==> src/rtl/led_band_pkg.sv <==
// Shared types and window lengths for the LED band FC programming sequencer.
// Latency: n/a (types, constants and a helper function only).
// Backpressure: n/a.
package led_band_pkg;

  typedef enum logic [1:0] {
    IDLE    = 2'd0,
    FCWRTEN = 2'd1,
    DATA    = 2'd2,
    WRTFC   = 2'd3
  } state_t;

  localparam int FC_WIDTH      = 48;
  localparam int FCWRTEN_EDGES = 15;
  localparam int FC_DATA_EDGES = FC_WIDTH;
  localparam int WRTFC_EDGES   = 5;
  localparam int EDGE_CNT_W    = 6;

  // Number of SCLK rising edges that make up the window of a given phase.
  function automatic logic [EDGE_CNT_W-1:0] phase_edges(input state_t s);
    case (s)
      FCWRTEN: phase_edges = EDGE_CNT_W'(FCWRTEN_EDGES);
      DATA:    phase_edges = EDGE_CNT_W'(FC_DATA_EDGES);
      WRTFC:   phase_edges = EDGE_CNT_W'(WRTFC_EDGES);
      default: phase_edges = '0;
    endcase
  endfunction

endpackage

==> src/rtl/led_band_sclk_gen.sv <==
// SCLK divider: toggles SCLK every CLK_DIV cycles while enabled, SCLK starts low.
// Latency: first SCLK rise CLK_DIV cycles after enable; ticks are combinational one cycle ahead of SCLK.
// Backpressure: none; clear or disable forces the divider and SCLK back to zero.
module led_band_sclk_gen #(
  parameter int CLK_DIV = 4
) (
  input  logic clk,
  input  logic rst,
  input  logic enable,
  input  logic clear,
  output logic SCLK,
  output logic rise_tick,
  output logic fall_tick
);

  localparam int DW = (CLK_DIV > 1) ? $clog2(CLK_DIV) : 1;

  logic [DW-1:0] div_cnt;
  logic          tick;

  assign tick      = enable && !clear && (div_cnt == DW'(CLK_DIV - 1));
  assign rise_tick = tick && !SCLK;
  assign fall_tick = tick && SCLK;

  // Divider counter and SCLK toggle; idle or cleared means counter 0 and SCLK low.
  always_ff @(posedge clk or posedge rst) begin
    if (rst) begin
      div_cnt <= '0;
      SCLK    <= 1'b0;
    end else if (clear || !enable) begin
      div_cnt <= '0;
      SCLK    <= 1'b0;
    end else if (tick) begin
      div_cnt <= '0;
      SCLK    <= ~SCLK;
    end else begin
      div_cnt <= div_cnt + 1'b1;
    end
  end

endmodule

==> src/rtl/led_band_fc_sequencer.sv <==
// FC-word programming sequencer for one LED band: FCWRTEN (15), data (48), WRTFC (5) SCLK windows.
// Latency: busy rises the cycle after a request meets gs_idle; busy lasts 136*CLK_DIV cycles.
// Backpressure: requests coalesce into one pending flag until idle with gs_idle; gs_idle ignored once running.
module led_band_fc_sequencer
  import led_band_pkg::*;
#(
  parameter int CLK_DIV    = 4,
  parameter bit AUTO_START = 1'b1
) (
  input  logic clk,
  input  logic rst,
  input  logic start,
  input  logic hps_fc_write,
  input  logic gs_idle,
  output logic SCLK,
  output logic LAT,
  output logic fc_sel,
  output logic busy,
  output logic done
);

  state_t                  state, state_next;
  logic [EDGE_CNT_W-1:0]   edge_cnt, edge_cnt_next;
  logic                    lat_next, busy_next, fc_sel_next, done_next;
  logic                    pending, request, accept;
  logic                    rise_tick, fall_tick, phase_end;

  // A live request pulse counts immediately so acceptance lands on the following cycle.
  assign request   = pending | start | hps_fc_write;
  assign accept    = (state == IDLE) && request && gs_idle;
  // A phase closes on the falling tick after its last rising edge, keeping LAT away from SCLK rises.
  assign phase_end = fall_tick && (edge_cnt == phase_edges(state));

  led_band_sclk_gen #(
    .CLK_DIV (CLK_DIV)
  ) u_sclk_gen (
    .clk       (clk),
    .rst       (rst),
    .enable    (busy),
    .clear     (accept),
    .SCLK      (SCLK),
    .rise_tick (rise_tick),
    .fall_tick (fall_tick)
  );

  // Pending flag: any request sets it, acceptance consumes everything seen so far.
  always_ff @(posedge clk or posedge rst) begin
    if (rst) begin
      pending <= AUTO_START;
    end else begin
      pending <= request && !accept;
    end
  end

  // State, edge counter and registered bus outputs.
  always_ff @(posedge clk or posedge rst) begin
    if (rst) begin
      state    <= IDLE;
      edge_cnt <= '0;
      LAT      <= 1'b0;
      busy     <= 1'b0;
      fc_sel   <= 1'b0;
      done     <= 1'b0;
    end else begin
      state    <= state_next;
      edge_cnt <= edge_cnt_next;
      LAT      <= lat_next;
      busy     <= busy_next;
      fc_sel   <= fc_sel_next;
      done     <= done_next;
    end
  end

  // Next-state and output decode; rising ticks advance the edge count within a phase.
  always_comb begin
    state_next    = state;
    edge_cnt_next = edge_cnt;
    lat_next      = LAT;
    busy_next     = busy;
    fc_sel_next   = fc_sel;
    done_next     = 1'b0;

    if ((state != IDLE) && rise_tick) begin
      edge_cnt_next = edge_cnt + EDGE_CNT_W'(1);
    end

    case (state)
      IDLE: begin
        if (accept) begin
          state_next    = FCWRTEN;
          edge_cnt_next = '0;
          lat_next      = 1'b1;
          busy_next     = 1'b1;
          fc_sel_next   = 1'b1;
        end
      end
      FCWRTEN: begin
        if (phase_end) begin
          state_next    = DATA;
          edge_cnt_next = '0;
          lat_next      = 1'b0;
        end
      end
      DATA: begin
        if (phase_end) begin
          state_next    = WRTFC;
          edge_cnt_next = '0;
          lat_next      = 1'b1;
        end
      end
      WRTFC: begin
        if (phase_end) begin
          state_next    = IDLE;
          edge_cnt_next = '0;
          lat_next      = 1'b0;
          busy_next     = 1'b0;
          fc_sel_next   = 1'b0;
          done_next     = 1'b1;
        end
      end
      default: begin
        state_next = IDLE;
      end
    endcase
  end

endmodule
==> config.mk <==
export PLATFORM = sky130hd
export DESIGN_NAME = led_band_fc_sequencer
export DESIGN_NICKNAME = d
export VERILOG_FILES = /design/src/rtl/led_band_pkg.sv /design/src/rtl/led_band_sclk_gen.sv /design/src/rtl/led_band_fc_sequencer.sv
export SDC_FILE = /design/constraint.sdc
export NUM_CORES = 1
export LEC_CHECK = 0
export ABC_AREA = 0
export BUFFER_PORTS_ARGS = -buffer_cell sky130_fd_sc_hd__buf_2
export CAP_MARGIN = 0
export CORE_MARGIN = 4
export CORE_UTILIZATION = 45
export CTS_CLUSTER_SIZE = 30
export DETAILED_ROUTE_END_ITERATION = 8
export SETUP_SLACK_MARGIN = 0.4
export SLEW_MARGIN = 30
export SYNTH_ARGS = -nofsm -noshare
export SYNTH_HDL_FRONTEND = slang
export SYNTH_SLANG_ARGS = --single-unit
==> constraint.sdc <==
create_clock -name clk -period 3.8 [get_ports clk]
set_input_delay 0.38 -clock clk [delete_from_list [all_inputs] [get_ports clk]]
set_output_delay 0.38 -clock clk [all_outputs]
set_load 0.02 [all_outputs]
Yosys cells after proc, flatten, opt, wreduce, memory -nomap -nowiden
Cells that the tools add are included.

Flip-flop bits (word level): 15. Input port bits: 5. Logic and storage cells: 66.

Bitwise logic cells: 3. Reduce and logical (&&, ||, !) cells: 22. Mux-type cells: 21. Equality and inequality tests: 10. $add $sub $neg: 2.

Operators by type and width (number): 6-bit 2-to-1 mux (3); 6-bit case mux with 3 select lines (1); 2-bit 2-to-1 mux (6); 6-bit case mux with 2 select lines (1); 1-bit logical AND (9); 2-bit inequality test (second input constant) (4); 2-bit case mux with 4 select lines (1); 1-bit 2-to-1 mux (7); 6-bit by 1-bit adder with 6-bit output (second input constant) (1); 2-bit == test (second input constant) (3); 6-bit == test (1); 3-bit AND reduction (2); 2-bit nonzero test (3); 4-bit AND reduction (1); 1-bit zero test (3); 1-bit case mux with 3 select lines (1); 3-bit OR reduction (1); 2-bit by 1-bit adder with 2-bit output (second input constant) (1); 2-bit by 1-bit == test with 1-bit output (second input constant) (1); 2-bit zero test (1); 2-bit by 1-bit inequality test with 1-bit output (second input constant) (1); 1-bit OR (2); 1-bit case mux with 2 select lines (1); 2-bit OR reduction (1); 2 further kinds (2).

Logic depth before layout (Yosys ltp)
Gate-level depths: netlist of run 1.

Word-level depth: 12. Depth in mapped cells: 8. Gate-level depth less buffers: 7.

By module
A second synthesis of run 1 with hierarchy kept.

Cells, all modules: 93. Area, all modules: 927.1 um^2.

By module, submodules not included: led_band_fc_sequencer (times used 1, sequential area each 301.5 um^2, area each 777.0 um^2, cells each 79); led_band_sclk_gen (times used 1, sequential area each 75.1 um^2, area each 150.1 um^2, cells each 14).

Least setup slack after synthesis of run 1
No wires, ideal clock.

Kind: reg2reg. From: register state[0]. To: register state[1]. Path slack: 1.725 ns. Cell stages (with the launch flop): 8. Path buffers: 0. Data arrival time: 1.948 ns. Required time: 3.673 ns. Cells stage by stage: dfrtp_1 inv_1 ha_1 or3_4 a221oi_2 and3_1 o21a_2 mux2_1.

Cells in the longest elaborated chain, start to end: 10. Elaborated cells on any way between the ends: 19.

Ends and longest elaborated chain: start, declared (RTL line led_band_fc_sequencer.sv:22) `state_t state, state_next;`; start signal, assigned (RTL line led_band_fc_sequencer.sv:65) `state <= state_next;`; branches (longest 10 deep; another with 6-bit case mux with 3 select lines).

Several ways; the timed one is not identified. A chain may end at the register's enable or synchronous reset.

Final worst setup path of run 1
From: register state[0]. To: register LAT.

Cells in the longest elaborated chain, start to end: 10. Elaborated cells on any way between the ends: 19.

Ends and longest elaborated chain: branches (longest 10 deep; another with 6-bit case mux with 3 select lines); end signal, assigned (RTL line led_band_fc_sequencer.sv:67) `LAT <= lat_next;`; end, declared (RTL line led_band_fc_sequencer.sv:16) `output logic LAT,`.

Several ways; the timed one is not identified.

==> flow_summary.toml, run 1 <==
[placed_design]
gp_congestion = 0.8386
place.detailed.hpwl_um = 1443
portBuffers = 9
postPlaceCellArea_um2 = 954.7

[timing]
fin_hold_ws_ns = 0.1392
drv_slew = 0
timing.final.crit_period_ns = 2.258
hold_violations = 0
fmax_ghz = 0.4429
worst_pin_slew_ns = 0.6276
rsz0062_at_grt = "no"
setup_tns_ns = 0
maxSlewHeadroom_pct = 57.84
setup_viol = 0
period_share_pct = 59.42
finClkSkew_ns = 0.003273

[power]
vdd_drop_max_mv = 0.3755
combPwrFrac_pct = 50.2
powerDensity_nw_per_um2 = 734.8
p_leak_nw = 0.4627
p_sw_share_pct = 42.83
p_total_mw = 0.7208
power.switching_mw = 0.3087
internal_power_mw = 0.4121
clockPowerShare_pct = 12.4
pwr-share-seq_pct = 37.3

[setup_path]
cp-start-kind = "register"
crit_path_cell_trace = "inv_1 > ha_1 > or3_4 > a221oi_2 > nand3_1 > o21a_1 > a31o_1"
crit_type = "register to register"
slowest_stage = "dfrtp_1"
cp_slowest_stage_delay_ns = 0.44
r2r_end = "LAT$_DFFE_PP0P_"
crit_start = "state[0]$_DFFE_PP0P_"
cp_data_required_time_ns = 3.98
r2r_cells = 7
arrival_ns = 2.43
cp-end-kind = "register"
timing.rr.start = "state[0]$_DFFE_PP0P_"
rrSetupSlack_ns = 1.54
cp_max_fo = 6

[grt]
grtUsageTotal_pct = 16.02
grt_pass1_vias = 753
grt_start_max_net_pins = 16
grtUsageMet2_pct = 26.45
antenna_found_initial = 0
grt.busiest_layer = "met2"
grt_use_met3_pct = 5.983
grt_pass1_wl_um = 3229
grt_overflow_total = 0
use_met1_pct = 19.22

[layout]
multiInputGateArea_um2 = 483.0
num-fill-cells = 185
final_area_um2 = 980.9
final-seq-area_um2 = 376.6
drive_gt1_share_pct = 17.48
area_growth_pct = 10.11
fin_util_pct = 54.44
insertedDiodeCount = 0
nets = 117

[route]
postRouteAntennaNets = 0
wl_per_cell_um = 14.33
firstDrtPassIters = 4
initialDrtViolationCount = 19
drc = 0
vias_per_cell = 5.656
routed_wl_um = 1834
via_count = 724

[yosys]
avgSynthCellArea_um2 = 9.683
synth_warnings = 0
synth-simple-area-share_pct = 19.66
synth.most_common_cell = "dfrtp_1"
synth_xor_area_share_pct = 2.949
async_flop_share_pct = 100.0
synth.ff_latch_count = 15
synthMuxAreaShare_pct = 2.388
ys_seq_area_share_pct = 42.28
synthesis.area_um2 = 890.9
synth_area_leaders = "dfrtp_1 39%, ha_1 11%, nand2_1 4.2%"
synth_top_area_cell = "dfrtp_1"
synth_top_family_by_area = "simple AND/OR/NAND/NOR gates"
synth_edf_count = 0
synth_fa_ha_area_share_pct = 11.24
yosysUniqueCellTypes = 35
syn-num-nets = 105
synth_compound_area_share_pct = 17.98
synthCells = 92
synth_common_cells = "14 x dfrtp_1, 10 x nand2_1, 8 x ha_1, 7 x a21oi_1, 7 x nor2_1"
synth_top_area_share_pct = 39.33
synthFlopType = "dfrtp_1"

[clocking]
clkLatencyLatePin_ns = 0.28
post-cts-setup-buffer-count = 0
cts_buffers = 3
clock_tree.root_cell = "clkbuf_4"
clock_path_buffers = 2
clk_pin_slew_ns = 0.09
cts.sinks = 15
cts_tree = "yes"
cts_max_level = 1
cts_hold_buf = 0
cts_resized = 0

[job]
max_cap_viol_count = 0

[floorplanning]
dieArea_um2 = 2756
core_area_um2 = 1802
die_h_um = 52.50
die_w_um = 52.50
row_count = 15
start_util_pct = 49.44
ios = 10

[min_path]
worstHoldPathType = "input port to asynchronous set/reset pin"

[status]
status = "completed"
## power groups by stage
stage | clock network [mW] | registers (mW) | logic [mW]
after floorplan | 0 | 0.267 | 0.279
after global placement | 0 | 0.268 | 0.350
after detailed placement | 0 | 0.271 | 0.361
after CTS | 0.0939 | 0.269 | 0.362
after global routing | 0.102 | 0.279 | 0.410
final | 0.0895 | 0.269 | 0.362
## registers in the layout, indices dropped and copies added (netlist names)
signal              cells
LAT                     1
state                   2
done                    1
u_sclk_gen.div_cnt      2
busy                    1
u_sclk_gen.SCLK         1
pending                 1
edge_cnt                6
## metal layers
metal / routed length (um) / vias up
li1: - / 356
met1: 840 / 347
met2: 880 / 17
met3: 82 / 4
met4: 32 / 0
met5: 0 / -
## cells in the final DEF (no fill, tap or decap), drive strengths merged, types with 2 or more instances in the layout
master	n
dfrtp	14
nand2	10
buf	9
ha	8
nor2	7
a21oi	7
inv	5
or3	4
clkbuf	4
nor3	3
nand3	3
a31oi	3
and2	2
and3	2
nand4	2
xor2	2
o21a	2
o32a	2
## critical path, delay by kind of cell (launching register included)
| family | cells | cell delay [ns] |
|---|---|---|
| and+or+nand+nor | 2 | 0.64 |
| adders and majority gates | 1 | 0.23 |
| buffers and inverters | 1 | 0.11 |
| AOI/OAI and AO/OA | 3 | 0.73 |
| DFF | 1 | 0.44 |
## logic make-up after synthesis
| group | count (synthesis) |
|---|---|
| fa+ha+maj | 8 |
| mux | 2 |
| simple gates | 35 |
| xor+xnor | 3 |
| compound gates | 22 |
| flops | 15 |
| buf+inv | 7 |
## worst max path at each step
stage | endpoint | cells past startpoint
final | LAT$_DFFE_PP0P_ | 7
after floorplan | state[1]$_DFFE_PP0P_ | 7
after global placement | state[1]$_DFFE_PP0P_ | 7
after CTS | state[1]$_DFFE_PP0P_ | 7
after global routing | edge_cnt[0]$_DFF_PP0_ | 7
after detailed placement | state[1]$_DFFE_PP0P_ | 7
## final cells by class
cell class	count	area share (%)
Timing Repair Buffer	9	4.592
Clock buffer	4	2.679
Tap cell	25	3.189
Inverter	5	1.913
Multi-Input combinational cell	70	49.23
Sequential cell	15	38.39
## through the flow
| stage | setup WS (ns) | std cells |
|---|---|---|
| detailed placement | 1.550 | 124 |
| finish | 1.542 | 128 |
| global placement | 1.599 | 124 |
| floorplan | 1.725 | 92 |
| CTS | 1.535 | 128 |
| global route | 1.359 | 128 |
(Power assumes the default switching activity.)
==> inputs of run 2 (changes only) <==
- clock period: 3.8 -> 2.3 ns (I/O delays scaled with it)
==> flow_summary.toml, run 2 (same netlist as run 1, synthesis figures left out) <==
[status]
status = "finished with violations"
violations = "negative hold slack"

[layout]
largest_register = "edge_cnt"
num-fill-cells = 131
most-common-layout-cells = "12 x dfrtp_1, 12 x buf_4, 9 x buf_2, 8 x nand2_1, 7 x nor2_1"
nets = 133
insertedDiodeCount = 0
drive_gt1_share_pct = 47.06
fin_cells = 144
reg_top3 = "edge_cnt x6, state x2, u_sclk_gen.div_cnt x2"
largest_reg_flops = 6
area_growth_pct = 46.35

[clocking]
clkLatencyLatePin_ns = 0.29
cts_tree = "yes"
cts.sinks = 15
clock_path_buffers = 2
clock_tree.root_cell = "clkbuf_4"
clk_pin_slew_ns = 0.09
cts_hold_buf = 0
cts_buffers = 3
cts_max_level = 1

[route]
postRouteAntennaNets = 0
initialDrtViolationCount = 14
drc = 0
wl_per_cell_um = 15.50
via_count = 802
vias_per_cell = 5.569
firstDrtPassIters = 4
routed_wl_um = 2232

[timing]
fmax_ghz = 0.4765
period_share_pct = 91.24
fin_hold_ws_ns = -0.009665
timing.final.ws_setup_ns = 0.2014
setup_tns_ns = 0
maxSlewHeadroom_pct = 59.54
worst_pin_slew_ns = 0.6062
drv_slew = 0
hold_violations = 13
timing.final.crit_period_ns = 2.099
rsz0062_at_grt = "yes"
finClkSkew_ns = 0.006311
setup_viol = 0

[placed_design]
place.detailed.hpwl_um = 1418
dp_slack_ns = 0.1811
dp.cells = 126
portBuffers = 9
gp_congestion = 0.8520

[job]
max_cap_viol_count = 0

[grt]
grt_start_max_net_pins = 16
antenna_found_initial = 0
grt_pass1_vias = 771
grt_overflow_total = 0
grtUsageTotal_pct = 17.59
grt_pass1_wl_um = 3484

[setup_path]
slowest_stage = "dfrtp_2"
cp_data_required_time_ns = 2.49
critPathTopFamily = "simple AND/OR/NAND/NOR gates"
cp-end-kind = "register"
cp_slowest_stage_delay_ns = 0.44
crit_type = "register to register"
crit_path_cell_trace = "inv_4 > ha_4 > or3_4 > a221oi_4 > and3_4 > o21a_4 > mux2_4"
cp_max_fo = 4
cp-start-kind = "register"
arrival_ns = 2.28
crit_buf_inv = 1

[min_path]
worstHoldPathType = "input port to asynchronous set/reset pin"

[floorplanning]
start_util_pct = 49.44
dieArea_um2 = 2756
core_area_um2 = 1802
row_count = 15
die_h_um = 52.50
die_w_um = 52.50
ios = 10

[power]
vdd_drop_max_mv = 1.109
p_leak_nw = 0.5628
powerDensity_nw_per_um2 = 1333
## run 2: area by class of cell
class	instances	area [um^2]	area share (%)
clock buffer	4	26.28	2.015
inverter	5	23.77	1.823
multi-input combinational	70	645.6	49.52
sequential	15	379.1	29.08
tap	25	31.28	2.399
timing repair buffer	25	197.7	15.16
## run 2: through the flow
stage	power, mW	cell area, um^2	util, %	hold slack, ns
final	1.738	1304	72.36	-0.009665
after global routing	1.860	1304	72.36	0.02107
after CTS	1.440	1150	63.82	0.01025
after detailed placement	1.100	989.7	54.93	0.3258
after global placement	1.085	989.7	54.93	0.3146
after floorplan	0.9407	910.9	-	0.1307
## run 2: worst reg2reg max path: cells and delay by family (launching register included)
family,cells,cell delay (ns)
and+or+nand+nor,2,0.60
muxes,1,0.29
AOI/OAI and AO/OA,2,0.44
DFF,1,0.44
adders and majority gates,1,0.16
buffers and inverters,1,0.07
## run 2: path summary, 6_finish.rpt
| kind | end | slack (ns) | depth (start not counted) | from |
|---|---|---|---|---|
| setup / recovery | state[1]$_DFFE_PP0P_ | 0.20 | 7 | state[0]$_DFFE_PP0P_ |
| hold / removal | busy$_DFFE_PP0P_ | -0.01 | 2 | rst |
| setup reg to reg | state[1]$_DFFE_PP0P_ | 0.20 | 7 | state[0]$_DFFE_PP0P_ |
| hold reg to reg | u_sclk_gen.div_cnt[0]$_DFF_PP0_ | 0.44 | 1 | u_sclk_gen.div_cnt[0]$_DFF_PP0_ |
| max in group asynchronous | state[1]$_DFFE_PP0P_ | 1.89 | 2 | rst |
| min in group clk | pending$_DFF_PP1_ | 0.15 | 2 | gs_idle |
## run 2: timing repair
action	4_1_cts	5_1_grt
buffers inserted	9	5
gates resized for setup	10	20
setup endpoints to repair	8	11
pin swaps	6	9
## run 2: report_power, final
| part | leakage [nW] | internal [mW] | total, mW | switching (mW) |
|---|---|---|---|---|
| Combinational | 0.366 | 0.609 | 1.12 | 0.509 |
| Sequential | 0.182 | 0.357 | 0.463 | 0.106 |
| Clock | 0.0150 | 0.0675 | 0.157 | 0.0891 |
## run 2: per-layer routing
metal | share of wire [%] | vias up | GRT usage [%] | wire length [um]
met1 | 44 | 391 | 19.68 | 989
li1 | - | 385 | - | -
met3 | 3.8 | 5 | 6.553 | 85
met5 | 0 | - | 0 | 0
met4 | 1.2 | 0 | 5.106 | 27
met2 | 51 | 21 | 30.79 | 1129
